--- src/rtl/muldiv_seq_pkg.sv ---
// Shared CPU package: FSM state encoding and op encodings for the
// sequential multiply/divide unit (also used by ctrl_unit).
package muldiv_seq_pkg;

  typedef enum logic [2:0] {
    ST_IDLE = 3'd0,
    ST_MULT = 3'd1,
    ST_DIV  = 3'd2,
    ST_FIX  = 3'd3,
    ST_DONE = 3'd4
  } state_t;

  localparam logic OP_MULT = 1'b0;
  localparam logic OP_DIV  = 1'b1;

endpackage

--- src/rtl/muldiv_seq_booth_step.sv ---
// booth_step: one combinational radix-2 Booth iteration.
// Ports:
//   acc      - upper partial-product accumulator (WIDTH+1 bits, signed)
//   q        - multiplier / lower product bits
//   q_1      - Booth guard bit (previous q[0])
//   m        - sign-extended multiplicand (WIDTH+1 bits)
//   acc_next, q_next, q_1_next - values after add/sub and arithmetic shift
module booth_step #(
  parameter int WIDTH = 32
) (
  input  logic [WIDTH:0]   acc,
  input  logic [WIDTH-1:0] q,
  input  logic             q_1,
  input  logic [WIDTH:0]   m,
  output logic [WIDTH:0]   acc_next,
  output logic [WIDTH-1:0] q_next,
  output logic             q_1_next
);

  logic [WIDTH:0] sum;

  always_comb begin
    sum = acc;
    case ({q[0], q_1})
      2'b01:   sum = acc + m;
      2'b10:   sum = acc - m;
      default: sum = acc;
    endcase
  end

  // Arithmetic shift right across {acc, q, q_1}. The accumulator is one bit
  // wider than the operands so subtracting the most-negative multiplicand
  // cannot overflow.
  assign acc_next = {sum[WIDTH], sum[WIDTH:1]};
  assign q_next   = {sum[0], q[WIDTH-1:1]};
  assign q_1_next = q[0];

endmodule

--- src/rtl/muldiv_seq.sv ---
// muldiv_seq: sequential signed multiply (radix-2 Booth) / signed divide
// (restoring, on magnitudes, with a sign-fix cycle).
// Ports:
//   clk, reset (async, active-low)
//   start, op (0 = multiply, 1 = divide), a, b - request and operands
//   hi_out / lo_out - product high/low, or remainder/quotient
//   busy - operation in progress; done - one-cycle completion pulse
//   div_zero - last divide had b == 0 (held until next accepted start)
module muldiv_seq
  import muldiv_seq_pkg::*;
#(
  parameter int WIDTH = 32
) (
  input  logic             clk,
  input  logic             reset,
  input  logic             start,
  input  logic             op,
  input  logic [WIDTH-1:0] a,
  input  logic [WIDTH-1:0] b,
  output logic [WIDTH-1:0] hi_out,
  output logic [WIDTH-1:0] lo_out,
  output logic             busy,
  output logic             done,
  output logic             div_zero
);

  localparam int CW = $clog2(WIDTH) + 1;

  state_t state_reg, state_next;

  // acc_reg/q_reg hold the Booth partial product in MULT and the
  // remainder/quotient pair in DIV.
  logic [WIDTH:0]   acc_reg;
  logic [WIDTH-1:0] q_reg;
  logic             q1_reg;
  logic [WIDTH:0]   m_reg;
  logic [CW-1:0]    cnt_reg;
  logic             a_neg_reg, quot_neg_reg;
  logic [WIDTH-1:0] hi_reg, lo_reg;
  logic             div_zero_reg;

  logic             accept;
  logic             last_iter;
  logic [WIDTH-1:0] a_mag, b_mag;
  logic [WIDTH:0]   booth_acc;
  logic [WIDTH-1:0] booth_q;
  logic             booth_q1;
  logic [WIDTH:0]   div_shift, div_diff, div_rem;
  logic [WIDTH-1:0] div_quot;
  logic [WIDTH-1:0] q_fix, r_fix;

  assign accept    = start && ((state_reg == ST_IDLE) || (state_reg == ST_DONE));
  assign last_iter = (cnt_reg == CW'(1));

  // Magnitudes are unsigned, so the most-negative value maps to 2^(WIDTH-1).
  assign a_mag = a[WIDTH-1] ? -a : a;
  assign b_mag = b[WIDTH-1] ? -b : b;

  booth_step #(.WIDTH(WIDTH)) u_booth_step (
    .acc      (acc_reg),
    .q        (q_reg),
    .q_1      (q1_reg),
    .m        (m_reg),
    .acc_next (booth_acc),
    .q_next   (booth_q),
    .q_1_next (booth_q1)
  );

  // Restoring divide step: shift next dividend bit into the remainder and
  // keep the trial subtraction only if it did not go negative.
  always_comb begin
    div_shift = {acc_reg[WIDTH-1:0], q_reg[WIDTH-1]};
    div_diff  = div_shift - m_reg;
    if (div_diff[WIDTH]) begin
      div_rem  = div_shift;
      div_quot = {q_reg[WIDTH-2:0], 1'b0};
    end else begin
      div_rem  = div_diff;
      div_quot = {q_reg[WIDTH-2:0], 1'b1};
    end
  end

  // Quotient truncates toward zero; remainder takes the dividend's sign.
  assign q_fix = quot_neg_reg ? -q_reg : q_reg;
  assign r_fix = a_neg_reg ? -acc_reg[WIDTH-1:0] : acc_reg[WIDTH-1:0];

  always_ff @(posedge clk or negedge reset) begin
    if (!reset) state_reg <= ST_IDLE;
    else        state_reg <= state_next;
  end

  always_comb begin
    state_next = state_reg;
    busy       = 1'b0;
    done       = 1'b0;
    case (state_reg)
      ST_IDLE, ST_DONE: begin
        done = (state_reg == ST_DONE);
        if (start) begin
          if (op == OP_MULT)  state_next = ST_MULT;
          else if (b == '0)   state_next = ST_DONE;
          else                state_next = ST_DIV;
        end else begin
          state_next = ST_IDLE;
        end
      end
      ST_MULT: begin
        busy = 1'b1;
        if (last_iter) state_next = ST_DONE;
      end
      ST_DIV: begin
        busy = 1'b1;
        if (last_iter) state_next = ST_FIX;
      end
      ST_FIX: begin
        busy       = 1'b1;
        state_next = ST_DONE;
      end
      default: state_next = ST_IDLE;
    endcase
  end

  always_ff @(posedge clk or negedge reset) begin
    if (!reset) begin
      acc_reg      <= '0;
      q_reg        <= '0;
      q1_reg       <= 1'b0;
      m_reg        <= '0;
      cnt_reg      <= '0;
      a_neg_reg    <= 1'b0;
      quot_neg_reg <= 1'b0;
      hi_reg       <= '0;
      lo_reg       <= '0;
      div_zero_reg <= 1'b0;
    end else begin
      case (state_reg)
        ST_IDLE, ST_DONE: begin
          if (accept) begin
            div_zero_reg <= (op == OP_DIV) && (b == '0);
            cnt_reg      <= CW'(WIDTH);
            acc_reg      <= '0;
            q1_reg       <= 1'b0;
            a_neg_reg    <= a[WIDTH-1];
            quot_neg_reg <= a[WIDTH-1] ^ b[WIDTH-1];
            if (op == OP_MULT) begin
              q_reg <= a;
              m_reg <= {b[WIDTH-1], b};
            end else begin
              q_reg <= a_mag;
              m_reg <= {1'b0, b_mag};
            end
          end
        end
        ST_MULT: begin
          acc_reg <= booth_acc;
          q_reg   <= booth_q;
          q1_reg  <= booth_q1;
          cnt_reg <= cnt_reg - CW'(1);
          if (last_iter) begin
            hi_reg <= booth_acc[WIDTH-1:0];
            lo_reg <= booth_q;
          end
        end
        ST_DIV: begin
          acc_reg <= div_rem;
          q_reg   <= div_quot;
          cnt_reg <= cnt_reg - CW'(1);
        end
        ST_FIX: begin
          hi_reg <= r_fix;
          lo_reg <= q_fix;
        end
        default: ;
      endcase
    end
  end

  assign hi_out   = hi_reg;
  assign lo_out   = lo_reg;
  assign div_zero = div_zero_reg;

endmodule

--- config.mk ---
export PLATFORM = sky130hd
export DESIGN_NAME = muldiv_seq
export DESIGN_NICKNAME = d
export VERILOG_FILES = /design/src/rtl/muldiv_seq_pkg.sv /design/src/rtl/muldiv_seq_booth_step.sv /design/src/rtl/muldiv_seq.sv
export SDC_FILE = /design/constraint.sdc
export NUM_CORES = 1
export LEC_CHECK = 0
export CAP_MARGIN = 20
export CORE_UTILIZATION = 35
export CTS_CLUSTER_DIAMETER = 50
export DETAILED_ROUTE_END_ITERATION = 8
export SLEW_MARGIN = 20
export SYNTH_ARGS = -nofsm -noshare
export SYNTH_HDL_FRONTEND = slang
export SYNTH_SLANG_ARGS = --single-unit
--- constraint.sdc ---
create_clock -name clk -period 13.34 [get_ports clk]
set_input_delay 2.668 -clock clk [delete_from_list [all_inputs] [get_ports clk]]
set_output_delay 2.668 -clock clk [all_outputs]
set_load 0.02 [all_outputs]
==> impl_metrics.xml <==
<?xml version="1.0" encoding="UTF-8"?>
<metrics>
  <group name="run_status">
    <metric name="status" unit="">finished, final reports clean</metric>
  </group>
  <group name="drt">
    <metric name="dr.pass1.iters" unit="">5</metric>
    <metric name="via_count" unit="">14400</metric>
    <metric name="route.antenna.remaining_nets" unit="">0</metric>
    <metric name="routed_wirelength" unit="um">49800</metric>
    <metric name="route.detailed.vias_per_inst" unit="">5.81</metric>
    <metric name="drc" unit="">0</metric>
    <metric name="drt_iter0_markers" unit="">1230</metric>
    <metric name="routed_wire_length_per_instance" unit="um">20.1</metric>
  </group>
  <group name="sta">
    <metric name="fin_worst_skew" unit="ns">0.0122</metric>
    <metric name="fin_ws" unit="ns">7.63</metric>
    <metric name="hold_violations" unit="">0</metric>
    <metric name="rsz0062_at_grt" unit="">false</metric>
    <metric name="layout_min_cycle_time" unit="ns">5.71</metric>
    <metric name="finalSetupViolations" unit="">0</metric>
    <metric name="timing.final.max_slew_violations" unit="">0</metric>
    <metric name="maxClockFrequency" unit="MHz">175</metric>
    <metric name="period_share" unit="">0.428</metric>
    <metric name="worst-slew-pin-transition" unit="ns">1.07</metric>
    <metric name="fin_setup_tns" unit="ns">0</metric>
    <metric name="max_slew_margin" unit="">0.289</metric>
  </group>
  <group name="logic_synthesis">
    <metric name="synth_top_cell_area_share" unit="">0.296</metric>
    <metric name="synthTopCellsByArea" unit="">sky130_fd_sc_hd__dfrtp_1 30%, sky130_fd_sc_hd__xnor2_1 8.2%, sky130_fd_sc_hd__o21ai_0 6.3%, sky130_fd_sc_hd__ha_1 6.1%, sky130_fd_sc_hd__nand2_1 6.1%</metric>
    <metric name="synth_sequential_area_ratio" unit="">0.296</metric>
    <metric name="yosysWarningCount" unit="">0</metric>
    <metric name="synth.lib_cells_used.distinct" unit="">75</metric>
    <metric name="synth.avg_cell_area" unit="um^2">7.84</metric>
    <metric name="async_flop_share" unit="">1.00</metric>
    <metric name="synth-seq-cells" unit="">175</metric>
    <metric name="synth_top_flop_cell" unit="">sky130_fd_sc_hd__dfrtp_1</metric>
    <metric name="synthDominantAreaCellType" unit="">sky130_fd_sc_hd__dfrtp_1</metric>
    <metric name="synth_edf_count" unit="">0</metric>
    <metric name="synthesis.area" unit="um^2">14800</metric>
    <metric name="synthesis.nets" unit="">2030</metric>
    <metric name="synthCells" unit="">1888</metric>
  </group>
  <group name="placement">
    <metric name="post-place-ws" unit="ns">7.40</metric>
    <metric name="placedCellCount" unit="">2452</metric>
    <metric name="port_buffers" unit="">134</metric>
    <metric name="gpl.final_weighted_congestion" unit="">0.958</metric>
    <metric name="post-dp-hpwl" unit="um">37000</metric>
  </group>
  <group name="worst_setup_path">
    <metric name="cp_max_fo" unit="">9</metric>
    <metric name="cpMostUsedCell" unit="">sky130_fd_sc_hd__nor4_1</metric>
    <metric name="crit_chain" unit="">inv_1 -&gt; nand4_1 -&gt; nor4_1 -&gt; nand2_1 -&gt; nor4_1 -&gt; a21oi_1 -&gt; xnor2_1 -&gt; ha_1 -&gt; a2111oi_0 -&gt; a31oi_1 -&gt; or3b_2 -&gt; o221ai_1 -&gt; o311ai_0 -&gt; mux2_2 -&gt; xor2_1 -&gt; a221o_1</metric>
    <metric name="critical_path.endpoint_type" unit="">flip-flop</metric>
    <metric name="critical-path-slowest-cell" unit="">sky130_fd_sc_hd__nor4_1</metric>
    <metric name="setup.worst_path.start_class" unit="">flip-flop</metric>
    <metric name="rrSetupSlack" unit="ns">7.63</metric>
    <metric name="cp.buffers_inverters" unit="">1</metric>
    <metric name="slowest_delay" unit="ns">0.73</metric>
    <metric name="timing.critical_path.required" unit="ns">13.69</metric>
    <metric name="crit_path_class" unit="">reg2reg</metric>
    <metric name="critPathArrivalTime" unit="ns">6.06</metric>
    <metric name="top_delay_family_on_crit_path" unit="">simple AND/OR/NAND/NOR gates</metric>
  </group>
  <group name="global_routing">
    <metric name="grt_pass1_vias" unit="">13600</metric>
    <metric name="maximum_number_of_pins_on_one_net_before_global_route_repair" unit="">100</metric>
    <metric name="global_route.usage.total" unit="">0.232</metric>
    <metric name="grt_antenna_before_repair" unit="">0</metric>
    <metric name="grt_first_pass_wirelength" unit="um">79000</metric>
    <metric name="gr-total-overflow" unit="">0</metric>
  </group>
  <group name="final_layout">
    <metric name="leading_cell_type_in_the_layout_fill_and_taps_excluded" unit="">sky130_fd_sc_hd__nand2_1</metric>
    <metric name="filler_cells_inserted" unit="">4203</metric>
    <metric name="n_diodes" unit="">0</metric>
    <metric name="finalNetCount" unit="">2081</metric>
    <metric name="post_route_cells_drive_above_1_share" unit="">0.0421</metric>
    <metric name="final-instance-count-excl-fill" unit="">2482</metric>
    <metric name="final_cell_mix" unit="">237 x sky130_fd_sc_hd__nand2_1, 185 x sky130_fd_sc_hd__o21ai_0, 175 x sky130_fd_sc_hd__nor2_1, 175 x sky130_fd_sc_hd__dfrtp_1, 138 x sky130_fd_sc_hd__a21oi_1</metric>
    <metric name="area_delta_synth_final" unit="%">15.6</metric>
  </group>
  <group name="clock_network">
    <metric name="hold_bufs_at_cts" unit="">0</metric>
    <metric name="cts_tree" unit="">yes</metric>
    <metric name="cts_htree_levels" unit="">4</metric>
    <metric name="insertion_delay" unit="ns">0.47</metric>
    <metric name="cts.reportedPaths.clkPinSlew" unit="ns">0.07</metric>
    <metric name="cts.repair_timing.setup_buffer_count" unit="">0</metric>
    <metric name="root_buffer" unit="">sky130_fd_sc_hd__clkbuf_16</metric>
    <metric name="cts_max_path_buffers" unit="">2</metric>
    <metric name="clock_sink_count" unit="">175</metric>
    <metric name="post_cts.resized_instances" unit="">0</metric>
    <metric name="cts-buffers-inserted" unit="">17</metric>
  </group>
  <group name="floorplan">
    <metric name="floorplan.die_area" unit="um^2">43100</metric>
    <metric name="start_util" unit="">0.359</metric>
    <metric name="std_cell_rows" unit="">74</metric>
    <metric name="core_region_area" unit="um^2">41300</metric>
    <metric name="die_height" unit="um">208</metric>
    <metric name="die-width" unit="um">208</metric>
    <metric name="num_io_pins" unit="">135</metric>
  </group>
  <group name="min_path">
    <metric name="hold_path_class" unit="">reg2reg</metric>
  </group>
  <group name="run">
    <metric name="drv.max_cap_violation_count" unit="">0</metric>
  </group>
</metrics>
==> synth_stat cells (all sizes together) (3+ instances only) <==
cell,n
o21bai,6
xor2,69
a41oi,6
ha,72
dfrtp,175
inv,62
a21boi,3
o221ai,11
o41ai,16
a31oi,60
a222oi,3
mux2i,37
nor3,20
o211ai,12
buf,12
o31ai,35
nand4,13
o22ai,10
a221o,5
or2,9
or4,14
nand3,21
a221oi,19
xnor2,138
nor2b,11
nor3b,3
and3,6
mux2,6
a21oi,138
o21a,6
a21o,29
nand2,239
nand2b,21
and2,12
a211oi,11
a211o,5
or3,22
nor4,14
clkbuf,110
a22oi,32
o21ai,186
nor2,177
==> stage by stage <==
step	hold WS, ns	instance area [um^2]	utilization
floorplan	0.458	14800	-
global placement	0.479	16500	0.400
detailed placement	0.500	16500	0.400
CTS	0.509	17100	0.414
global route	0.538	17100	0.414
finish	0.505	17100	0.414
==> final timing paths <==
path | cells after the start | startpoint | end
max | 16 | m_reg[10]$_DFFE_PN0P_ | acc_reg[31]$_DFFE_PN0P_
min | 1 | cnt_reg[5]$_DFFE_PN0P_ | cnt_reg[5]$_DFFE_PN0P_
max reg2reg | 16 | m_reg[10]$_DFFE_PN0P_ | acc_reg[31]$_DFFE_PN0P_
min reg2reg | 1 | cnt_reg[5]$_DFFE_PN0P_ | cnt_reg[5]$_DFFE_PN0P_
max in group asynchronous | 2 | reset | m_reg[14]$_DFFE_PN0P_
min in group asynchronous | 1 | reset | acc_reg[17]$_DFFE_PN0P_
==> layer usage <==
layer / share of wire / wire length [um] / track usage / up-vias
li1: - / - / - / 6894
met5: 0 / 0 / 0 / -
met4: 0.024 / 1180 / 0.0787 / 0
met3: 0.063 / 3120 / 0.0348 / 63
met2: 0.41 / 20400 / 0.333 / 520
met1: 0.50 / 25100 / 0.349 / 6947
==> area by class of cell <==
| cell class | instances | area [um^2] | share of cell area |
|---|---|---|---|
| well taps | 532 | 666 | 0.0389 |
| flip-flops and latches | 175 | 4380 | 0.256 |
| clock buffers | 18 | 429 | 0.0251 |
| clock inverters | 12 | 170 | 0.00994 |
| multi-input cells | 1529 | 9740 | 0.569 |
| inverters | 62 | 233 | 0.0136 |
| repair buffers | 154 | 1490 | 0.0872 |
==> worst reg2reg max path: stages, from the launching register on <==
cell and delay [ns]:
sky130_fd_sc_hd__dfrtp_1 0.41, sky130_fd_sc_hd__inv_1 0.15, sky130_fd_sc_hd__nand4_1 0.25, sky130_fd_sc_hd__nor4_1 0.59
sky130_fd_sc_hd__nand2_1 0.14, sky130_fd_sc_hd__nor4_1 0.73, sky130_fd_sc_hd__a21oi_1 0.19, sky130_fd_sc_hd__xnor2_1 0.17
sky130_fd_sc_hd__ha_1 0.40, sky130_fd_sc_hd__a2111oi_0 0.48, sky130_fd_sc_hd__a31oi_1 0.20, sky130_fd_sc_hd__or3b_2 0.48
sky130_fd_sc_hd__o221ai_1 0.39, sky130_fd_sc_hd__o311ai_0 0.24, sky130_fd_sc_hd__mux2_2 0.32, sky130_fd_sc_hd__xor2_1 0.17
sky130_fd_sc_hd__a221o_1 0.30
==> logic make-up (layout without fill, tap and decap cells) <==
family                   count (synthesis)  in the layout  share of synthesized area
XOR/XNOR                               207            207                      0.122
AO/OA/AOI/OAI                          613            613                      0.260
AND/OR/NAND/NOR                        592            592                      0.181
flip-flops                             175            175                      0.296
adder cells (fa/ha/maj)                 74             74                     0.0635
buffers and inverters                  184            246                     0.0477
multiplexers                            43             43                     0.0296
Power is left out: the tool's default activity adds up to more than one toggle a clock period on the data nets, which glitch-free logic cannot reach.
